<file path="src/rtl/id_ex_stage.sv">
// ID/EX issue register in front of the 64-bit ALU: operand forwarding from EX/MEM and MEM/WB,
// write-back bypass at capture, and a one-cycle bubble on load-use hazards.
module id_ex_stage #(
  parameter int SIZE = 64,
  parameter int RW   = 5
) (
  input  logic            clk,
  input  logic            rst,
  input  logic            id_valid,
  output logic            id_ready,
  input  logic [3:0]      id_op,
  input  logic [RW-1:0]   id_rs1,
  input  logic [RW-1:0]   id_rs2,
  input  logic [RW-1:0]   id_rd,
  input  logic            id_rs1_used,
  input  logic            id_rs2_used,
  input  logic [SIZE-1:0] id_rs1_data,
  input  logic [SIZE-1:0] id_rs2_data,
  input  logic [SIZE-1:0] id_imm,
  input  logic            id_use_imm,
  input  logic            id_reg_write,
  input  logic            id_mem_read,
  input  logic            ex_stall,
  input  logic            flush,
  input  logic [RW-1:0]   exmem_rd,
  input  logic            exmem_reg_write,
  input  logic [SIZE-1:0] exmem_result,
  input  logic [RW-1:0]   memwb_rd,
  input  logic            memwb_reg_write,
  input  logic [SIZE-1:0] memwb_result,
  output logic            ex_valid,
  output logic [3:0]      ex_op,
  output logic [SIZE-1:0] ex_a,
  output logic [SIZE-1:0] ex_b,
  output logic [SIZE-1:0] ex_store_data,
  output logic [RW-1:0]   ex_rd,
  output logic            ex_reg_write,
  output logic            ex_mem_read
);

  logic            v;
  logic [3:0]      op;
  logic [RW-1:0]   rs1;
  logic [RW-1:0]   rs2;
  logic [RW-1:0]   rd;
  logic [SIZE-1:0] d1;
  logic [SIZE-1:0] d2;
  logic [SIZE-1:0] imm;
  logic            use_imm;
  logic            reg_write;
  logic            mem_read;

  logic            lu;
  logic [SIZE-1:0] fwd1;
  logic [SIZE-1:0] fwd2;

  // Handshake: an instruction moves from decode into this stage on a rising edge where
  // id_valid && id_ready; while id_valid && !id_ready decode must hold every id_* field.
  always_comb begin
    lu = v && mem_read && (rd != '0) &&
         ((id_rs1_used && (id_rs1 == rd)) || (id_rs2_used && (id_rs2 == rd)));
    id_ready = !rst && !ex_stall && !lu;
  end

  always_ff @(posedge clk) begin
    if (rst) begin
      v         <= 1'b0;
      op        <= '0;
      rs1       <= '0;
      rs2       <= '0;
      rd        <= '0;
      d1        <= '0;
      d2        <= '0;
      imm       <= '0;
      use_imm   <= 1'b0;
      reg_write <= 1'b0;
      mem_read  <= 1'b0;
    end else if (flush) begin
      v         <= 1'b0;
      reg_write <= 1'b0;
      mem_read  <= 1'b0;
    end else if (ex_stall) begin
      v         <= v;
    end else if (lu || !id_valid) begin
      v         <= 1'b0;
      reg_write <= 1'b0;
      mem_read  <= 1'b0;
    end else begin
      v         <= 1'b1;
      op        <= id_op;
      rs1       <= id_rs1;
      rs2       <= id_rs2;
      rd        <= id_rd;
      imm       <= id_imm;
      use_imm   <= id_use_imm;
      reg_write <= id_reg_write;
      mem_read  <= id_mem_read;
      // The register file is written at the end of this same cycle, so take the
      // write-back value directly rather than the stale read.
      d1 <= (memwb_reg_write && (memwb_rd != '0) && (memwb_rd == id_rs1)) ? memwb_result
                                                                          : id_rs1_data;
      d2 <= (memwb_reg_write && (memwb_rd != '0) && (memwb_rd == id_rs2)) ? memwb_result
                                                                          : id_rs2_data;
    end
  end

  // EX/MEM is the younger producer, so it wins over MEM/WB.
  always_comb begin
    fwd1 = d1;
    if (rs1 == '0)                                  fwd1 = '0;
    else if (exmem_reg_write && (exmem_rd == rs1))  fwd1 = exmem_result;
    else if (memwb_reg_write && (memwb_rd == rs1))  fwd1 = memwb_result;
  end

  always_comb begin
    fwd2 = d2;
    if (rs2 == '0)                                  fwd2 = '0;
    else if (exmem_reg_write && (exmem_rd == rs2))  fwd2 = exmem_result;
    else if (memwb_reg_write && (memwb_rd == rs2))  fwd2 = memwb_result;
  end

  always_comb begin
    ex_valid      = v;
    ex_op         = op;
    ex_a          = fwd1;
    ex_store_data = fwd2;
    ex_b          = use_imm ? imm : fwd2;
    ex_rd         = rd;
    ex_reg_write  = reg_write && v;
    ex_mem_read   = mem_read && v;
  end

endmodule

</file>
<file path="config.mk">
export PLATFORM = sky130hd
export DESIGN_NAME = id_ex_stage
export DESIGN_NICKNAME = d
export VERILOG_FILES = /design/src/rtl/id_ex_stage.sv
export SDC_FILE = /design/constraint.sdc
export NUM_CORES = 1
export LEC_CHECK = 0
export ABC_CLOCK_PERIOD_IN_PS = 2900
export CORE_ASPECT_RATIO = 0.5
export CORE_MARGIN = 2
export CORE_UTILIZATION = 30
export CTS_BUF_LIST = sky130_fd_sc_hd__clkbuf_4 sky130_fd_sc_hd__clkbuf_8 sky130_fd_sc_hd__clkbuf_16
export DETAILED_ROUTE_END_ITERATION = 10
export SYNTH_ARGS = -nofsm -noshare
export SYNTH_HDL_FRONTEND = slang
export SYNTH_SLANG_ARGS = --single-unit
</file>
<file path="constraint.sdc">
create_clock -name clk -period 2.9 [get_ports clk]
set_input_delay 0.58 -clock clk [delete_from_list [all_inputs] [get_ports clk]]
set_output_delay 0.58 -clock clk [all_outputs]
set_load 0.01 [all_outputs]
</file>
# == After elaboration in Yosys (flattened, before gate mapping) ==
# Cells that the tools add are included.
# totals
rom_bits,0
output_inout_bits,205
latchBits,0
word_cells,61
n_memories,0
ramBits,0
register_bits,215
# classes
n_lt_le_gt_ge,0
add_sub_neg,0
div_mod_pow,0
n_mul,0
reduce_logical,27
bitwise_logic,3
n_mux,12
eq_ne,8
shifts,0
# ops
operator,count
$mux W64,9
$eq A5 B5 Y1,8
$logic_and A1 B1 Y1,15
$logic_not A5 Y1,2
$reduce_bool A5 Y1,2
$logic_not A1 Y1,4
$mux W1,3
$not A1 Y1,3
$reduce_and A3 Y1,1
$logic_or A1 B1 Y1,2
$reduce_or A2 Y1,1

# == Depth between registers and ports, before layout ==
# logic_depth
word_depth,7
mapped_depth,8
ltp_nobuf,5

# == Worst setup path before layout ==
# Ideal clock, no wire load.
# synth_path
path_type,input port to output port
from,input memwb_rd[2]
to,output ex_b[13]
path_stages,8
arrival_time_ns,2.089
path_slack_ns,0.231
cell_sequence,buf_2 -> xor2_1 -> nor4_2 -> buf_2 -> buf_2 -> and3_1 -> a211oi_1 -> o31ai_1
# synth_via
elab_chain_len,6
# synth_lines
element,line,rtl
from (decl),28,"input logic [RW-1:0] memwb_rd,"
$eq A5 B5 Y1,119,else if (memwb_reg_write && (memwb_rd == rs2)) fwd2 = memwb_result;
$logic_and A1 B1 Y1,119,
$mux W64,119,
$mux W64,118,else if (exmem_reg_write && (exmem_rd == rs2)) fwd2 = exmem_result;
$mux W64,117,if (rs2 == '0) fwd2 = '0;
$mux W64,127,ex_b = use_imm ? imm : fwd2;
to (decl),34,"output logic [SIZE-1:0] ex_b,"
# No other way between the ends.

# == Worst setup path after layout ==
# layout_path
from,input memwb_rd[1]
to,output ex_b[24]
# Same word-level chain as after synthesis.

==> flow_results.xml <==
<?xml version="1.0" encoding="UTF-8"?>
<metrics>
  <group name="run_status">
    <metric name="status" unit="">complete, but fails checks</metric>
    <metric name="failed_checks" unit="">setup timing</metric>
  </group>
  <group name="routing">
    <metric name="postRouteWirelength" unit="um">74300</metric>
    <metric name="drtPass1Iterations" unit="">6</metric>
    <metric name="antenna_left" unit="">0</metric>
    <metric name="drt-wirelength-per-cell" unit="um">25.1</metric>
    <metric name="post-route-drc-count" unit="">0</metric>
    <metric name="dr_total_vias" unit="">15815</metric>
    <metric name="routed_via_density" unit="">5.34</metric>
    <metric name="detail_route.iter0.violations" unit="">1270</metric>
  </group>
  <group name="place">
    <metric name="placedCellCount" unit="">2759</metric>
    <metric name="final_wtd_congestion" unit="">0.961</metric>
    <metric name="dp_hpwl" unit="um">48400</metric>
    <metric name="port_buffers" unit="">565</metric>
  </group>
  <group name="critical_path">
    <metric name="endpoint_kind" unit="">primary output</metric>
    <metric name="crit_required" unit="ns">2.32</metric>
    <metric name="path_buf_inv" unit="">6</metric>
    <metric name="cpMostUsedCell" unit="">buf_12</metric>
    <metric name="cell_with_the_biggest_individual_delay_on_the_critical_path" unit="">nor4_4</metric>
    <metric name="reg2reg_slack" unit="ns">0.55</metric>
    <metric name="worstSetupPathType" unit="">input pin to primary output</metric>
    <metric name="critical_path.top_delay_family" unit="">buffers and inverters</metric>
    <metric name="cp-start-kind" unit="">input pin</metric>
    <metric name="timing.critical_path.cells" unit="">dlygate4sd2_1 -&gt; xor2_1 -&gt; nor4_4 -&gt; buf_4 -&gt; buf_12 -&gt; buf_12 -&gt; buf_16 -&gt; and3_4 -&gt; a211oi_4 -&gt; o31ai_2 -&gt; buf_2</metric>
    <metric name="crit_arrival" unit="ns">2.69</metric>
    <metric name="slowest_delay" unit="ns">0.33</metric>
    <metric name="critPathMaxFanout" unit="">8</metric>
  </group>
  <group name="synth">
    <metric name="count_of_flip_flops_with_a_built_in_enable_after_synthesis" unit="">0</metric>
    <metric name="synthesis.yosys.warnings" unit="">0</metric>
    <metric name="async_reset_ff_share" unit="%">0</metric>
    <metric name="synth-seq-area-share" unit="%">31.4</metric>
    <metric name="ys_types" unit="">36</metric>
    <metric name="postSynth.topFlopCell" unit="">dfxtp_1</metric>
    <metric name="netlist_area" unit="sq um">13700</metric>
    <metric name="avgSynthCellArea" unit="sq um">8.87</metric>
    <metric name="flip_flop_and_latch_count_after_synthesis" unit="">215</metric>
    <metric name="postSynthCellCount" unit="">1547</metric>
    <metric name="syn-num-nets" unit="">1908</metric>
  </group>
  <group name="floorplanning">
    <metric name="die_area" unit="sq um">47600</metric>
    <metric name="core.rowCount" unit="">55</metric>
    <metric name="die_width" unit="um">306</metric>
    <metric name="initial_utilization" unit="%">30.4</metric>
    <metric name="floorplan.core_area" unit="sq um">45100</metric>
    <metric name="boundaryPins" unit="">566</metric>
    <metric name="die_h" unit="um">155</metric>
  </group>
  <group name="global_routing">
    <metric name="grt_antenna_before_repair" unit="">19</metric>
    <metric name="grt_start_max_net_pins" unit="">143</metric>
    <metric name="grt_usage" unit="%">29.3</metric>
    <metric name="grt_first_pass_wirelength" unit="um">105000</metric>
    <metric name="grt_pass1_vias" unit="">15772</metric>
    <metric name="gr-total-overflow" unit="">0</metric>
  </group>
  <group name="clock_network">
    <metric name="ctsHtreeMaxLevel" unit="">1</metric>
    <metric name="cts_tree" unit="">done</metric>
    <metric name="clock_latency" unit="ns">0.54</metric>
    <metric name="worst_setup_hold_path_clk_slew" unit="ns">0.07</metric>
    <metric name="clockBufferDepth" unit="">3</metric>
    <metric name="clockRootBuffer" unit="">clkbuf_16</metric>
    <metric name="cts_made_buffers" unit="">25</metric>
    <metric name="clock_sinks" unit="">215</metric>
  </group>
  <group name="timing">
    <metric name="setup_ws" unit="ns">-0.372</metric>
    <metric name="drv_slew" unit="">0</metric>
    <metric name="max_freq" unit="MHz">306</metric>
    <metric name="tns" unit="ns">-47.48</metric>
    <metric name="grt_setup_unrepaired" unit="">true</metric>
    <metric name="relSlewSlack" unit="%">22.1</metric>
    <metric name="final.setup_skew" unit="ns">0.0149</metric>
    <metric name="min_period" unit="ns">3.27</metric>
    <metric name="timing.final.setup_violations" unit="">192</metric>
    <metric name="final_hold_vios" unit="">0</metric>
    <metric name="tightest_slew" unit="ns">1.17</metric>
    <metric name="fin_crit_sh" unit="%">113</metric>
  </group>
  <group name="layout">
    <metric name="num-nets-final" unit="">2687</metric>
    <metric name="syn2layout_area_growth" unit="%">88.5</metric>
    <metric name="fraction_of_layout_instances_using_a_drive_strength_above_1" unit="%">39.9</metric>
    <metric name="stdcell_count" unit="">2962</metric>
  </group>
  <group name="job">
    <metric name="timing.max_cap.violations" unit="">0</metric>
  </group>
  <group name="power_and_ir_drop">
    <metric name="final_total_pwr" unit="mW">9.03</metric>
    <metric name="peakVddDrop" unit="mV">0.458</metric>
    <metric name="power_per_cell_area" unit="nW/um^2">349</metric>
    <metric name="static-leakage-power" unit="nW">9.72</metric>
  </group>
  <group name="worst_hold_path">
    <metric name="hold_class" unit="">flip-flop to flip-flop</metric>
  </group>
</metrics>
[placed cells by master, fill, tap and decap left out, types with 22 or more instances in the layout]
master / instances
dfxtp_1: 207
a211oi_4: 63
mux2i_1: 241
clkbuf_16: 29
buf_6: 69
nor3_2: 45
buf_2: 173
buf_12: 72
clkdlybuf4s50_1: 361
nand2_1: 69
nor2_1: 90
and3_4: 45
nand2b_1: 168
buf_4: 175
o31ai_2: 31
o2bb2ai_1: 128
nor2_2: 22
a211oi_2: 62
o31ai_1: 30
mux2i_2: 22
[stage by stage]
step           util, %  setup slack (ns)  hold slack, ns  cell area, sq um
2_1_floorplan        -             0.231           0.432             13700
3_3_place_gp      47.4             -1.00           0.445             21400
3_5_place_dp      47.4             -1.04           0.447             21400
4_1_cts           55.0            -0.394           0.465             24900
5_1_grt           57.3            -0.454           0.472             25900
6_report          57.3            -0.372           0.463             25900
[flip-flops by register name, summed over array words and instances (netlist names)]
name	count
d2	64
ex_valid	1
ex_op	4
rs2	5
use_imm	1
ex_rd	5
mem_read	1
rs1	5
d1	64
imm	64
reg_write	1
[synthesized netlist by cell type, types with 4 or more instances]
library cell	number	area share, %
buf_2	38	1.4
dfxtp_1	215	31
buf_4	12	0.66
a211oi_1	129	7.1
o31ai_1	64	3.5
buf_6	25	2.1
nand2b_1	168	7.7
nor4_1	5	0.23
clkbuf_1	75	2.1
and3_1	65	3.0
xor2_1	20	1.3
or4_1	4	0.22
nor3_1	64	2.3
and2_1	7	0.32
nor2_1	131	3.6
mux2i_1	276	20
o2bb2ai_1	128	8.2
xnor2_1	20	1.3
buf_8	6	0.66
nand2_1	70	1.9
[layer usage]
metal / GRT usage [%] / vias up / wire length, um
met5: 0 / - / 0
met4: 10.8 / 0 / 2760
met3: 3.58 / 159 / 3670
met2: 49.0 / 555 / 36300
met1: 38.9 / 7898 / 31600
li1: - / 7203 / -
[cell families (layout without fill, tap and decap cells)]
| family | after synthesis | count (layout) | synth area share (%) |
|---|---|---|---|
| buffers and inverters | 156 | 952 | 6.80 |
| AND/OR/NAND/NOR | 524 | 525 | 19.7 |
| flip-flops | 215 | 215 | 31.4 |
| other | 0 | 20 | 0 |
| XOR/XNOR | 40 | 40 | 2.55 |
| multiplexers | 276 | 276 | 20.1 |
| AO/OA/AOI/OAI | 336 | 336 | 19.5 |
[timing repair]
item | in CTS | in global routing
cloned | 29 | 4
setup buffers | 86 | 56
hold buffers | 0 | 0
endpoints found under the hold margin | 0 | 0
resized for setup | 1228 | 262
pin swaps | 143 | 124
endpoints found under the setup margin | 193 | 193
[report_power, final]
group / leakage [nW] / internal (mW) / switching [mW]
clock: 0.447 / 2.18 / 1.42
sequential: 1.75 / 3.05 / 0.0802
combinational: 7.52 / 1.22 / 1.07
total: 9.72 / 6.45 / 2.57
[worst register-to-register path: stages, from the launching register on]
cell and delay, ns:
dfxtp_1 0.37, or4_1 0.58, o21a_2 0.27, a21boi_4 0.21, buf_4 0.55, mux2i_1 0.30
[path summary, 6_finish.rpt]
path / from / to / cells past startpoint
max: memwb_rd[1] / ex_b[24] / 11
min: d1[14]$_SDFFE_PP0P_ / d1[14]$_SDFFE_PP0P_ / 1
min reg2reg: d1[14]$_SDFFE_PP0P_ / d1[14]$_SDFFE_PP0P_ / 1
max reg2reg: ex_rd[0]$_SDFFE_PP0P_ / imm[4]$_SDFFE_PP0P_ / 5
[layout make-up]
cell class / instances / area (sq um)
fillers: 3902 / 19300
multi-input cells: 1177 / 10800
repair buffers: 907 / 9000
flip-flops and latches: 215 / 4330
well taps: 598 / 748
clock buffers: 34 / 718
clock inverters: 11 / 189
diodes: 20 / 50.0
Power figures use the tool's default switching activity.
